File: src/rtl/assignment_receiver.sv
// Receiver for the nonogram assignment stream: captures indexed words into a row
// bank, checks ordering and count, then serves registered random-access reads.
module assignment_receiver #(
    parameter int WORD_W = 20,
    parameter int IDX_W  = 6,
    parameter int DEPTH  = 20,
    parameter int ADDR_W = 5
) (
    input  logic              clk_in,
    input  logic              reset_n_in,
    input  logic              start_in,
    input  logic [WORD_W-1:0] assignment_in,
    input  logic [IDX_W-1:0]  counter_in,
    input  logic              sending_in,
    input  logic              done_in,
    input  logic [ADDR_W-1:0] read_addr_in,
    output logic [WORD_W-1:0] row_out,
    output logic [IDX_W-1:0]  beats_out,
    output logic              busy_out,
    output logic              loaded_out,
    output logic              error_out,
    output logic [WORD_W-1:0] checksum_out
);

    typedef enum logic [2:0] {
        IDLE    = 3'd0,
        ARMED   = 3'd1,
        CAPTURE = 3'd2,
        LOADED  = 3'd3,
        ERROR   = 3'd4
    } state_t;

    // One extra bit so DEPTH itself is representable for the range/count tests.
    localparam logic [IDX_W:0] DEPTH_IX = (IDX_W+1)'(DEPTH);

    state_t             state_q, state_d;
    logic [WORD_W-1:0]  bank_q [DEPTH];
    logic [WORD_W-1:0]  bank_d [DEPTH];
    logic [IDX_W-1:0]   beats_q, beats_d;
    logic [WORD_W-1:0]  checksum_q, checksum_d;
    logic [WORD_W-1:0]  row_q, row_d;
    logic               busy_q, busy_d;
    logic               loaded_q, loaded_d;
    logic               error_q, error_d;
    logic               clear;

    always_comb begin
        state_d    = state_q;
        beats_d    = beats_q;
        checksum_d = checksum_q;
        bank_d     = bank_q;
        clear      = 1'b0;

        case (state_q)
            IDLE, LOADED, ERROR: begin
                if (start_in) clear = 1'b1;
            end
            ARMED, CAPTURE: begin
                if (start_in) begin
                    clear = 1'b1;
                end else begin
                    if (sending_in) begin
                        if ((counter_in == beats_q) && ({1'b0, counter_in} < DEPTH_IX)) begin
                            for (int i = 0; i < DEPTH; i++) begin
                                if (counter_in == IDX_W'(i)) bank_d[i] = assignment_in;
                            end
                            beats_d    = beats_q + IDX_W'(1);
                            checksum_d = checksum_q ^ assignment_in;
                            state_d    = CAPTURE;
                        end else begin
                            state_d = ERROR;
                        end
                    end
                    // done_in judges the count including any beat taken this cycle.
                    if (done_in && (state_d != ERROR)) begin
                        state_d = ({1'b0, beats_d} == DEPTH_IX) ? LOADED : ERROR;
                    end
                end
            end
            default: state_d = IDLE;
        endcase

        if (clear) begin
            state_d    = ARMED;
            beats_d    = '0;
            checksum_d = '0;
            for (int i = 0; i < DEPTH; i++) bank_d[i] = '0;
        end

        busy_d   = (state_d == ARMED) || (state_d == CAPTURE);
        loaded_d = (state_d == LOADED);
        error_d  = (state_d == ERROR);
    end

    // Read mux sees the pre-write bank, so a same-cycle write shows up one cycle later.
    always_comb begin
        row_d = '0;
        for (int i = 0; i < DEPTH; i++) begin
            if (read_addr_in == ADDR_W'(i)) row_d = bank_q[i];
        end
    end

    always_ff @(posedge clk_in) begin
        if (!reset_n_in) begin
            state_q    <= IDLE;
            beats_q    <= '0;
            checksum_q <= '0;
            row_q      <= '0;
            busy_q     <= 1'b0;
            loaded_q   <= 1'b0;
            error_q    <= 1'b0;
            for (int i = 0; i < DEPTH; i++) bank_q[i] <= '0;
        end else begin
            state_q    <= state_d;
            beats_q    <= beats_d;
            checksum_q <= checksum_d;
            row_q      <= row_d;
            busy_q     <= busy_d;
            loaded_q   <= loaded_d;
            error_q    <= error_d;
            for (int i = 0; i < DEPTH; i++) bank_q[i] <= bank_d[i];
        end
    end

    assign row_out      = row_q;
    assign beats_out    = beats_q;
    assign busy_out     = busy_q;
    assign loaded_out   = loaded_q;
    assign error_out    = error_q;
    assign checksum_out = checksum_q;

endmodule

File: config.mk
export PLATFORM = sky130hd
export DESIGN_NAME = assignment_receiver
export DESIGN_NICKNAME = d
export VERILOG_FILES = /design/src/rtl/assignment_receiver.sv
export SDC_FILE = /design/constraint.sdc
export NUM_CORES = 1
export LEC_CHECK = 0
export CAP_MARGIN = 30
export CELL_PAD_IN_SITES_DETAIL_PLACEMENT = 1
export CELL_PAD_IN_SITES_GLOBAL_PLACEMENT = 2
export CORE_MARGIN = 1
export CORE_UTILIZATION = 39
export CTS_BUF_LIST = sky130_fd_sc_hd__clkbuf_8 sky130_fd_sc_hd__clkbuf_16
export CTS_CLUSTER_DIAMETER = 30
export DETAILED_ROUTE_END_ITERATION = 8
export MAX_ROUTING_LAYER = met4
export PLACE_DENSITY_LB_ADDON = 0.1
export SLEW_MARGIN = 20
export SYNTH_ARGS = -nofsm -noshare
export SYNTH_HDL_FRONTEND = slang
export SYNTH_SLANG_ARGS = --single-unit
File: constraint.sdc
create_clock -name clk_in -period 4.1 [get_ports clk_in]
set_clock_uncertainty 0.05 [all_clocks]
set_input_delay 0.82 -clock clk_in [delete_from_list [all_inputs] [get_ports clk_in]]
set_output_delay 0.82 -clock clk_in [all_outputs]
set_load 0.03 [all_outputs]
==> results by group <==
Outcome
  – Outcome: finished clean

Critical path
  – Reg2reg setup slack: 1240 ps
  – Crit-path cells: clkdlybuf4s50_1 > nor3b_1 > buf_4 > and2_1 > a22oi_1 > a2111oi_0 > buf_4 > o211ai_1 > a21oi_1
  – Top cell family by delay on the critical path: compound AO/OA/AOI/OAI gates
  – Worst path bufs/invs: 3
  – Critical Path AT: a little over 4000 ps
  – Worst-path maximum fanout: 8
  – Max incr delay on CP: 940 ps
  – Critical Path Most Common Cell: buf_4
  – Crit path depth: 9
  – R2r endpoint: bank_q[212]
  – Worst Reg-to-Reg Cells: 9
  – Worst setup path endpoint: row_out[10]
  – Crit. End Element: flip-flop
  – Crit path from: read_addr_in[4]
  – Worst R2R Start: beats_out[2]
  – CP max stage cell: a2111oi_0
  – WS Path Type: input pin to flip-flop
  – Nature of the critical path startpoint: input pin
  – WP data required: 4610 ps

Layout
  – Share of cells above drive strength 1: between 10% and 20%
  – Finished Layout Cells: 3,402
  – N_diodes: 0
  – P&R area growth vs syn: 31.3%
  – Nets: about 2,700

Route
  – WL/cell: approximately 24 µm
  – DRC Markers: 0
  – Via count: between 15,000 and 20,000
  – DR vias/cell: roughly 5.7
  – Post-route ant nets: 0
  – Detailed router's first-iteration violation count: roughly 1,500
  – WL final: 82,000 µm
  – Pre-antenna DRT Iters: 5

Synthesis
  – Most frequent cell after synthesis: nand2_1
  – Most area-consuming cells after synthesis: dfxtp_1 46%, nand2_1 14%, a21oi_1 10%
  – Yosys warnings: 0
  – Post-synth top area share: a little under half
  – Post-synth EDFFs: 0
  – Count of cell types in the netlist: 72
  – Synth Flop Type: dfxtp_1
  – Compound-Gate Fraction of Synth Area: between 10% and 20%
  – Post-Syn Nets: 2,556
  – Yosys reg bits: ~450
  – Synthesized instance count: between 2,000 and 3,000
  – Seq/Total Area, Yosys: 46.1%
  – Synth Area in Simple Gates: a little over a fifth
  – Main combinational cell family by area after synthesis: simple AND/OR/NAND/NOR gates
  – Post-Synth Adder-Cell Area: less than 1%
  – Area leader, netlist: dfxtp_1
  – Top post-synthesis cells by count: 722 x nand2_1, 452 x dfxtp_1, 391 x a21oi_1, 187 x nor2_1, 149 x clkbuf_1
  – FFs w/ async S/R, synth: 0%
  – XOR/XNOR Fraction of Synth Area: ~1.2%
  – Cell Area, Synth: slightly below 20,000 µm²
  – Mean post-synth cell area: a little under 8 µm²
  – Post-synthesis mux area share: ~6.5%

Clocking
  – Post-CTS Resized: 0
  – Insertion delay to the later sink of the worst-skew pair: 640 ps
  – Post-CTS Setup Bufs: 0
  – Root Driver: clkbuf_16
  – CTS H-tree depth: 3
  – Worst-path clk slew: approximately 50 ps
  – CTS tree: built
  – Clock Tree Buf Depth: 3
  – CTS Buf Count: approximately 110
  – CTS sink cnt: 452
  – Hold-fix buffers, CTS: 0

Global route
  – First-pass GRT wire length: 125,000 µm
  – Largest net degree at the start of global routing: between 80 and 90
  – Remaining Overflow, GRT: 0
  – Vias in the first global route: 20,300
  – Antenna violations before repair: 2
  – Total GRT Usage: between 30% and 40%

Power
  – Sw Share: between 20 and 25%
  – Internal cell power: approximately 11 mW
  – Clock Power Share: about 65%
  – Power Total: between 10 and 15 mW
  – Combinational share of power: around 4.5%
  – NetSw: roughly 3.3 mW
  – Maximum vdd drop: 323 µV
  – Leak: around 9.4 nW
  – PwrDens: 569 nW/µm²
  – Part of the power in registers: a little under a third

STA
  – Minimum clock period: between 3000 and 4000 ps
  – Setup ws final: 528 ps
  – Final setup violation count: 0
  – Max Clk Rate: 280 MHz
  – Post-Route Setup TNS: 0 ps
  – Final worst-path cycle share: between 80% and 90%
  – Fin. max-slew vios: 0
  – Slew HR: a little over a quarter
  – Worst-Margin Slew: ~1100 ps
  – Hold Slack: between 400 and 500 ps
  – RSZ-0062 raised after global routing: no
  – Final hold viol count: 0

Hold path
  – Hold crit path type: flip-flop to flip-flop
  – Hold Path Cell Cnt: 2

Floorplanning
  – Number of placement rows: 81
  – IO Pins: 85
  – Initial core utilization: ~40%
  – Die height: between 200 and 250 µm
  – Chip width: 226 µm
  – Die ar.: 51,200 µm²
  – CORE AREA: slightly below 50,000 µm²

Placement
  – Placer Congestion: 0.908
  – Place WS: 26.7 ps
  – Hpwl dp: approximately 54,000 µm
  – Port Buffers: 84
  – DP Cell Count: around 3,200

Flow run
  – MaxCap Viol Count: 0
## flip-flops by register name, indices dropped and copies added (netlist names)
signal,cells
error_out,1
state_q,3
busy_out,1
row_out,20
loaded_out,1
bank_q,400
checksum_out,20
beats_out,6
## layer usage
layer | vias up | global-route usage [%] | wire, µm
li1 | 8867 | - | -
met1 | 9999 | 43.2 | 36700
met2 | 561 | 53.2 | 38900
met3 | 129 | 4.30 | 4170
met4 | 0 | 11.0 | 2330
met5 | - | - | 0
## placed cells by master (no fill, tap or decap), drive strengths merged, types with 10 or more instances in the layout
master           n
xor2            22
clkbuf         137
o21ai           65
nor2           188
nand2          722
nor3            18
nand2b          10
inv             31
a22oi           30
clkdlybuf4s50   78
a21oi          391
mux4            10
clkinv          27
nor2b           10
bufinv          21
and2            11
buf            152
dfxtp          452
o221ai          21
a211oi          10
clkinvlp        11
o22ai           33
mux2i           98
nand3           23
a221oi          18
## tightest hold or removal path: stages (launching register included)
cell and delay [ps]:
dfxtp_1 300, nand2_1 50, a21oi_1 50
## cell type report
| cell class | count | area [µm²] |
|---|---|---|
| fill | 5768 | 23500 |
| multi-input combinational | 1829 | 9630 |
| inverter | 13 | 48.8 |
| tap | 664 | 831 |
| timing repair buffer | 230 | 2060 |
| sequential | 452 | 9050 |
| clock buffer | 137 | 3190 |
| clock inverter | 77 | 963 |
## cell families after synthesis
| family | Yosys count |
|---|---|
| multiplexers | 115 |
| AND/OR/NAND/NOR | 1040 |
| flip-flops | 452 |
| XOR/XNOR | 27 |
| AO/OA/AOI/OAI | 646 |
| adder cells (fa/ha/maj) | 1 |
| buffers and inverters | 238 |
## how the worst min path moves through the flow
stage                  endpoint        start  slack, ps
floorplan           bank_q[115]  bank_q[115]        380
global placement    bank_q[373]  bank_q[373]        390
detailed placement   bank_q[68]   bank_q[68]        400
CTS                  bank_q[68]   bank_q[68]        400
global route         bank_q[79]   bank_q[79]        420
finish              bank_q[366]  bank_q[366]        400
## power groups by stage
stage | logic [mW] | registers [mW] | clock network [mW]
global placement | 0.627 | 4.51 | 0
global route | 0.680 | 4.43 | 9.91
finish | 0.653 | 4.43 | 9.57
floorplan | 0.302 | 4.53 | 0
CTS | 0.642 | 4.43 | 9.64
detailed placement | 0.638 | 4.51 | 0
## metrics by stage
| stage | cell area [µm²] | utilization, % |
|---|---|---|
| after floorplan | 19600 | - |
| after global placement | 21500 | 43.7 |
| after detailed placement | 21600 | 43.9 |
| after CTS | 25800 | 52.3 |
| after global routing | 25800 | 52.3 |
| final | 25800 | 52.3 |
Note: power is estimated with default switching activity, not from simulation.
